===== config.mk =====
export PLATFORM = sky130hd
export DESIGN_NAME = lap_stopwatch
export DESIGN_NICKNAME = d
export VERILOG_FILES = /design/src/rtl/lap_stopwatch_pkg.sv /design/src/rtl/bcd_digit.sv /design/src/rtl/lap_stopwatch.sv
export SDC_FILE = /design/constraint.sdc
export NUM_CORES = 1
export LEC_CHECK = 0
export BUFFER_PORTS_ARGS = -buffer_cell sky130_fd_sc_hd__buf_2
export CORE_ASPECT_RATIO = 2
export CORE_MARGIN = 2
export CORE_UTILIZATION = 55
export DETAILED_ROUTE_END_ITERATION = 12
export GPL_TIMING_DRIVEN = 0
export PLACE_DENSITY_LB_ADDON = 0.1
export SLEW_MARGIN = 10
export SYNTH_ARGS = -nofsm -noshare
export SYNTH_HDL_FRONTEND = slang
export SYNTH_SLANG_ARGS = --single-unit
export TNS_END_PERCENT = 50

===== constraint.sdc =====
create_clock -name clk -period 5.55 [get_ports clk]
set_input_delay 0.555 -clock clk [delete_from_list [all_inputs] [get_ports clk]]
set_output_delay 0.555 -clock clk [all_outputs]
set_load 0.01 [all_outputs]

===== src/rtl/lap_stopwatch_pkg.sv =====
// Shared types and constants for the lap_stopwatch core: BCD digit type,
// control state encoding, digit limits and the packed display width.
package lap_stopwatch_pkg;

  localparam int unsigned BCD_W = 24;

  typedef logic [3:0] bcd_t;

  localparam bcd_t LIM_9 = 4'd9;
  localparam bcd_t LIM_5 = 4'd5;

  typedef enum logic [1:0] {
    ST_IDLE  = 2'd0,
    ST_RUN   = 2'd1,
    ST_PAUSE = 2'd2
  } state_t;

  // Wrap limit of digit idx in the chain (0 = cs units ... 5 = min tens).
  function automatic bcd_t digit_limit(input int unsigned idx);
    case (idx)
      32'd3, 32'd5: digit_limit = LIM_5;
      default:      digit_limit = LIM_9;
    endcase
  endfunction

endpackage


===== src/rtl/bcd_digit.sv =====
// One decimal digit of the stopwatch count chain. Steps when en_i is high,
// wraps to 0 after LIMIT and raises carry_o in that same cycle so the next
// digit can step on the same edge.
module bcd_digit
  import lap_stopwatch_pkg::*;
#(
  parameter bcd_t LIMIT   = LIM_9,
  parameter bcd_t RST_VAL = 4'd0
) (
  input  logic clk,
  input  logic reset,
  input  logic clr_i,
  input  logic en_i,
  output bcd_t digit_o,
  output logic carry_o
);

  bcd_t digit_q;
  bcd_t digit_d;
  logic at_lim_s;

  assign at_lim_s = (digit_q == LIMIT);
  assign carry_o  = en_i & at_lim_s;
  assign digit_o  = digit_q;

  // Next digit: clear wins, otherwise step with wrap at LIMIT.
  always_comb begin
    digit_d = digit_q;
    if (clr_i) begin
      digit_d = 4'd0;
    end else if (en_i) begin
      digit_d = at_lim_s ? 4'd0 : (digit_q + 4'd1);
    end else begin
      digit_d = digit_q;
    end
  end

  // Digit register, synchronous active-low reset to the preload value.
  always_ff @(posedge clk) begin
    if (!reset) begin
      digit_q <= RST_VAL;
    end else begin
      digit_q <= digit_d;
    end
  end

endmodule


===== src/rtl/lap_stopwatch.sv =====
// lap_stopwatch: run/pause/clear stopwatch with mm:ss.cc BCD count, split
// freeze and optional lap-capture FIFO.
// Build option: define LAP_STOPWATCH_FIFO_EN to include the lap FIFO;
// without it lap_valid/lap_data/lap_overrun are 0 and lap_read is ignored.
// RESET_VAL is the count loaded by reset (0 in normal use; a nonzero value
// lets a bench start near the 59:59.99 wrap). Clears always go to zero.
module lap_stopwatch
  import lap_stopwatch_pkg::*;
#(
  parameter int unsigned      CLK_DIV   = 500000,
  parameter int unsigned      LAP_DEPTH = 4,
  parameter logic [BCD_W-1:0] RESET_VAL = 24'h000000
) (
  input  logic             clk,
  input  logic             reset,
  input  logic             start_stop,
  input  logic             lap,
  input  logic             lap_read,
  output logic [BCD_W-1:0] disp_bcd,
  output logic             running,
  output logic             frozen,
  output logic             overflow,
  output logic             lap_valid,
  output logic [BCD_W-1:0] lap_data,
  output logic             lap_overrun
);

  localparam int unsigned          PRESC_W   = $clog2(CLK_DIV);
  localparam logic [PRESC_W-1:0]   PRESC_MAX = PRESC_W'(CLK_DIV - 1);
  localparam logic [PRESC_W-1:0]   PRESC_ONE = PRESC_W'(1);
  localparam logic [PRESC_W-1:0]   PRESC_ZERO = PRESC_W'(0);

  state_t             state_q, state_d;
  logic [PRESC_W-1:0] presc_q, presc_d;
  logic               frozen_q, frozen_d;
  logic               overflow_q, overflow_d;
  logic [BCD_W-1:0]   latch_q, latch_d;

  logic [BCD_W-1:0]   count_s;
  logic [6:0]         en_s;
  logic               tick_s, push_s, unfreeze_s, clear_s, wrap_s;

  // Events decoded from the state before this edge.
  assign tick_s     = (state_q == ST_RUN) && (presc_q == PRESC_MAX);
  assign push_s     = lap && (state_q == ST_RUN);
  assign unfreeze_s = lap && (state_q == ST_PAUSE) && frozen_q;
  assign clear_s    = lap && (state_q == ST_PAUSE) && !frozen_q;

  // Six-digit ripple chain; a digit's carry enables the next in the same cycle.
  assign en_s[0] = tick_s;
  for (genvar k = 0; k < 6; k++) begin : g_digit
    bcd_digit #(
      .LIMIT  (digit_limit(k)),
      .RST_VAL(RESET_VAL[4*k +: 4])
    ) u_digit (
      .clk    (clk),
      .reset  (reset),
      .clr_i  (clear_s),
      .en_i   (en_s[k]),
      .digit_o(count_s[4*k +: 4]),
      .carry_o(en_s[k+1])
    );
  end
  assign wrap_s = en_s[6];

  // Control next-state: prescaler, split latch, flags and run state.
  always_comb begin
    state_d    = state_q;
    presc_d    = presc_q;
    frozen_d   = frozen_q;
    overflow_d = overflow_q;
    latch_d    = latch_q;

    if (state_q == ST_RUN) begin
      presc_d = tick_s ? PRESC_ZERO : (presc_q + PRESC_ONE);
    end else begin
      presc_d = presc_q;
    end

    // Capture uses the pre-increment count even when a tick lands here.
    if (push_s) begin
      latch_d  = count_s;
      frozen_d = 1'b1;
    end else if (unfreeze_s) begin
      frozen_d = 1'b0;
    end else begin
      latch_d = latch_q;
    end

    if (wrap_s) begin
      overflow_d = 1'b1;
    end else begin
      overflow_d = overflow_q;
    end

    if (clear_s) begin
      presc_d    = PRESC_ZERO;
      frozen_d   = 1'b0;
      overflow_d = 1'b0;
      state_d    = ST_IDLE;
    end else begin
      state_d = state_q;
    end

    // A simultaneous clear and start both land in RUN from a zero count.
    if (start_stop) begin
      case (state_q)
        ST_IDLE:  state_d = ST_RUN;
        ST_RUN:   state_d = ST_PAUSE;
        ST_PAUSE: state_d = ST_RUN;
        default:  state_d = ST_IDLE;
      endcase
    end else begin
      state_d = state_d;
    end
  end

  // Control state registers with synchronous active-low reset.
  always_ff @(posedge clk) begin
    if (!reset) begin
      state_q    <= ST_IDLE;
      presc_q    <= PRESC_ZERO;
      frozen_q   <= 1'b0;
      overflow_q <= 1'b0;
      latch_q    <= 24'h000000;
    end else begin
      state_q    <= state_d;
      presc_q    <= presc_d;
      frozen_q   <= frozen_d;
      overflow_q <= overflow_d;
      latch_q    <= latch_d;
    end
  end

  assign disp_bcd = frozen_q ? latch_q : count_s;
  assign running  = (state_q == ST_RUN);
  assign frozen   = frozen_q;
  assign overflow = overflow_q;

`ifdef LAP_STOPWATCH_FIFO_EN
  localparam int unsigned        PTR_W   = $clog2(LAP_DEPTH);
  localparam int unsigned        CNT_W   = PTR_W + 1;
  localparam logic [CNT_W-1:0]   DEPTH_C = CNT_W'(LAP_DEPTH);
  localparam logic [CNT_W-1:0]   CNT_ONE = CNT_W'(1);
  localparam logic [CNT_W-1:0]   CNT_ZERO = CNT_W'(0);
  localparam logic [PTR_W-1:0]   PTR_ONE = PTR_W'(1);
  localparam logic [PTR_W-1:0]   PTR_ZERO = PTR_W'(0);

  logic [BCD_W-1:0] fifo_mem_q [LAP_DEPTH];
  logic [PTR_W-1:0] wr_ptr_q, wr_ptr_d, rd_ptr_q, rd_ptr_d;
  logic [CNT_W-1:0] cnt_q, cnt_d;
  logic             lap_overrun_q, lap_overrun_d;
  logic             empty_s, full_s, pop_s, wr_en_s;

  assign empty_s = (cnt_q == CNT_ZERO);
  assign full_s  = (cnt_q == DEPTH_C);
  assign pop_s   = lap_read & ~empty_s;
  // A pop frees the slot this same push needs, so full+pop still accepts.
  assign wr_en_s = push_s & (~full_s | pop_s);

  // FIFO pointer, occupancy and overrun next-state.
  always_comb begin
    wr_ptr_d      = wr_en_s ? (wr_ptr_q + PTR_ONE) : wr_ptr_q;
    rd_ptr_d      = pop_s ? (rd_ptr_q + PTR_ONE) : rd_ptr_q;
    lap_overrun_d = lap_overrun_q | (push_s & full_s & ~pop_s);
    case ({wr_en_s, pop_s})
      2'b10:   cnt_d = cnt_q + CNT_ONE;
      2'b01:   cnt_d = cnt_q - CNT_ONE;
      default: cnt_d = cnt_q;
    endcase
  end

  // FIFO control registers with synchronous active-low reset.
  always_ff @(posedge clk) begin
    if (!reset) begin
      wr_ptr_q      <= PTR_ZERO;
      rd_ptr_q      <= PTR_ZERO;
      cnt_q         <= CNT_ZERO;
      lap_overrun_q <= 1'b0;
    end else begin
      wr_ptr_q      <= wr_ptr_d;
      rd_ptr_q      <= rd_ptr_d;
      cnt_q         <= cnt_d;
      lap_overrun_q <= lap_overrun_d;
    end
  end

  // FIFO storage write; contents are only visible through the valid gate.
  always_ff @(posedge clk) begin
    if (wr_en_s) begin
      fifo_mem_q[wr_ptr_q] <= count_s;
    end
  end

  assign lap_valid   = ~empty_s;
  assign lap_data    = empty_s ? 24'h000000 : fifo_mem_q[rd_ptr_q];
  assign lap_overrun = lap_overrun_q;
`else
  logic unused_fifo_s;
  assign unused_fifo_s = lap_read & (LAP_DEPTH != 32'd0);
  assign lap_valid     = 1'b0;
  assign lap_data      = 24'h000000;
  assign lap_overrun   = 1'b0;
`endif

endmodule

==> metrics.md <==
| Metric | Value |
|---|---|
| Io pins | `58` |
| Hold depth | `2` |
| ANT cells | `0` |
| Register Area | `0.00142 mm²` |
| CORE AREA | `0.00662 mm²` |
| Critical Path AT | `2.16 ns` |
| Area delta synth->final | `18.0%` |
| Slew Limit Fails | `0` |
| CTS tree | `yes` |
| Metal1 wirelength | `3230 µm` |
| Hpwl dp | `6660 µm` |
| CTS H-tree depth | `3` |
| Sequential share of the synthesized area | `37.6%` |
| Least-Margin Pin Slew | `0.803 ns` |
| Asr flop ratio synth | `0%` |
| Final setup fails | `0` |
| Synthesized flop and latch total | `71` |
| Cell Count, Final, Fillers Out | `609` |
| Root Driver | `clkbuf_16` |
| FF-to-FF setup slack | `3.07 ns` |
| Nets | `522` |
| Post-Route WL | `8950 µm` |
| Hold Crit Class | `register to register` |
| Latest clock arrival within the worst-skew pair | `0.34 ns` |
| RSZ-0062 raised after global routing | `no` |
| DIE WIDTH | `62.6 µm` |
| Fillers | `592` |
| Remaining DRCs | `0` |
| Leak | `0.00178 µW` |
| Min-delay src | `latch_q[3]` |
| Worst Hold Path EP | `latch_q[3]` |
| Initial Utilization | `57.0%` |
| CTS Buffer Depth | `2` |
| Mapped Cells | `450` |
| Met2 WL post-DR | `5140 µm` |
| Setup Fix Bufs, Post-CTS | `0` |
| Chip height | `121 µm` |
| WP data required | `4.99 ns` |
| Simple logic cell fraction of the synthesized area | `28.6%` |
| Pint | `958 µW` |
| Distinct cell type count after synthesis | `57` |
| Total GRT Usage | `24.7%` |
| Net Sw Power | `263 µW` |
| Status | `completed` |
| Top routing layer in use | `met4` |
| Worst-path clk slew | `0.06 ns` |
| Worst flop-to-flop path startpoint | `g_digit[3].u_digit.digit_o[2]` |
| Routed wl met3 | `229 µm` |
| Die area | `0.00759 mm²` |
| Max Clock Skew | `0.0100 ns` |
| Clock sinks | `71` |
| Post-CTS Resized | `0` |
| Synthesized-area fraction occupied by adder cells | `0.331%` |
| Via count | `3269` |
| GP Congestion | `0.865` |
| Ratio of cells with drive above 1 in the final layout | `20.3%` |
| Min Tclk post-route | `2.72 ns` |
| Multi-input gate area | `0.00211 mm²` |
| Critical path class | `register to output port` |
| Gate power share | `6.1%` |
| PwrDens | `274 mW/mm²` |
| Tot Pwr | `1220 µW` |
| Cells on worst reg2reg path | `6` |
| IO Port Bufs | `30` |
| Drt initial violations | `149` |
| Seq pwr share | `42.3%` |
| Vias/cell | `5.37` |
| Synth warnings | `0` |
| Cell row count | `42` |
| Critical Path Source Type | `register` |
| Average wire per cell in the routed design | `14.7 µm` |
| Synthesized cell area | `0.00378 mm²` |
| Synth Area in XOR/XNOR | `5.80%` |
| Core Util, Final | `67.3%` |
| Vias in the first global route | `3137` |
| Crit-path max FO | `10` |
| Setup_tns | `0 ns` |
| Number of enable flip-flop cells after synthesis | `0` |
| Synth Area in Compound Gates | `12.7%` |
| Max IR drop VDD | `0.210 mV` |
| Max_slew headroom | `46.0%` |
| Largest net degree at the start of global routing | `12` |
| Total CTS buffers | `9` |
| Global-route wire length before repair | `14600 µm` |
| Sw Share | `21.5%` |
| Reg2reg end | `g_digit[5].u_digit.digit_o[1]` |
| Clock share of power | `51.6%` |
| Max cap viols | `0` |
| Fin crit share | `49.0%` |
| Syn_area_per_cell | `8.39 µm²` |
| CP endpoint kind | `output port` |
| Post-synthesis mux area share | `5.80%` |
| Largest family of logic cells by synthesized area | `simple AND/OR/NAND/NOR gates` |
| Most used DFF post-synth | `dfxtp_1` |
| Hold Buf Count CTS | `0` |
| Fmax | `368 MHz` |
| Drt pass-1 iters | `4` |
| Final hold vios | `0` |
| Placed insts | `593` |
| Grt total ovfl | `0` |
| DRT antenna net count | `0` |
| Initial antenna violation count | `0` |
-- synth_stat cells, types with 5 or more instances --
cell type | n | area [µm²]
buf_4 | 26 | 195
a21boi_0 | 26 | 195
nand3b_1 | 6 | 45.0
xnor2_1 | 8 | 70.1
nor2_1 | 36 | 135
inv_1 | 10 | 37.5
clkbuf_1 | 17 | 63.8
nand4_1 | 16 | 100
nor3_1 | 7 | 35.0
a21oi_1 | 18 | 90.1
mux2i_1 | 5 | 50.1
mux2_2 | 15 | 169
nand3_1 | 12 | 60.1
dfxtp_1 | 71 | 1420
o21ai_0 | 15 | 75.1
nand2_1 | 78 | 293
xor2_1 | 17 | 149
-- flip-flops by register name (all words and copies together), names as in the netlist --
| signal | cells |
|---|---|
| overflow | 1 |
| frozen | 1 |
| presc_q | 19 |
| g_digit.u_digit.digit_o | 24 |
| state_q | 2 |
| latch_q | 24 |
-- cell families after synthesis --
| kind of cell | count (synthesis) |
|---|---|
| adder cells (fa/ha/maj) | 1 |
| flip-flops | 71 |
| buffers and inverters | 58 |
| AO/OA/AOI/OAI | 73 |
| XOR/XNOR | 25 |
| multiplexers | 20 |
| other | 1 |
| AND/OR/NAND/NOR | 201 |
-- cells in the final DEF, fill, tap and decap left out, types with 5 or more instances in the layout --
cell,synthesis,final
nor2_1,36,36
clkbuf_16,0,9
xor2_1,17,17
a21boi_0,26,26
nand4_1,16,16
dfxtp_1,71,71
xnor2_1,8,8
clkbuf_1,17,19
nand3_1,12,12
nand3b_1,6,6
mux2i_1,5,5
inv_1,10,10
buf_2,1,31
mux2_2,15,15
a21oi_1,18,18
buf_4,26,26
nand2_1,78,78
o21ai_0,15,15
nor3_1,7,7
conb_1,1,26
-- layout make-up --
type	instances	area share, %
multi-input combinational	346	47.3
sequential	71	31.9
buffer	48	6.82
clock buffer	13	5.84
timing repair buffer	30	3.37
tap	88	2.47
clock inverter	3	1.46
inverter	10	0.842
-- worst max-delay path: stages (launching register included) --
cell      delay (ns)
dfxtp_1         0.32
clkbuf_1        0.43
buf_1           0.54
mux2_2          0.40
buf_2           0.14
-- worst max path at each step --
| stage | from | endpoint | cells past startpoint |
|---|---|---|---|
| 6_report | frozen | disp_bcd[8] | 4 |
| 5_1_grt | frozen | disp_bcd[8] | 4 |
| 4_1_cts | frozen | disp_bcd[8] | 4 |
| 3_5_place_dp | frozen | disp_bcd[11] | 4 |
| 3_3_place_gp | frozen | disp_bcd[11] | 4 |
| 2_1_floorplan | presc_q[9] | g_digit[5].u_digit.digit_o[2] | 7 |
-- power by group through the flow --
stage / Clock (µW) / Sequential [µW] / Combinational [µW]
floorplan: 0 / 527 / 54.8
global placement: 0 / 527 / 72.1
detailed placement: 0 / 527 / 73.0
CTS: 637 / 516 / 73.2
global route: 660 / 517 / 80.8
finish: 630 / 516 / 74.0
-- metal layers --
layer	vias to the layer above	global-route usage [%]
li1	1641	-
met2	55	49.0
met5	-	0
met3	21	3.62
met4	0	14.4
met1	1552	23.0
-- stage by stage --
step	setup slack [ns]	hold WS [ns]	area (µm²)
2_1_floorplan	3.54	0.440	3870
3_3_place_gp	3.14	0.447	4130
3_5_place_dp	3.14	0.459	4130
4_1_cts	2.77	0.467	4460
5_1_grt	2.65	0.486	4460
6_report	2.83	0.462	4460
No activity file was read; power rests on OpenSTA's default activity.
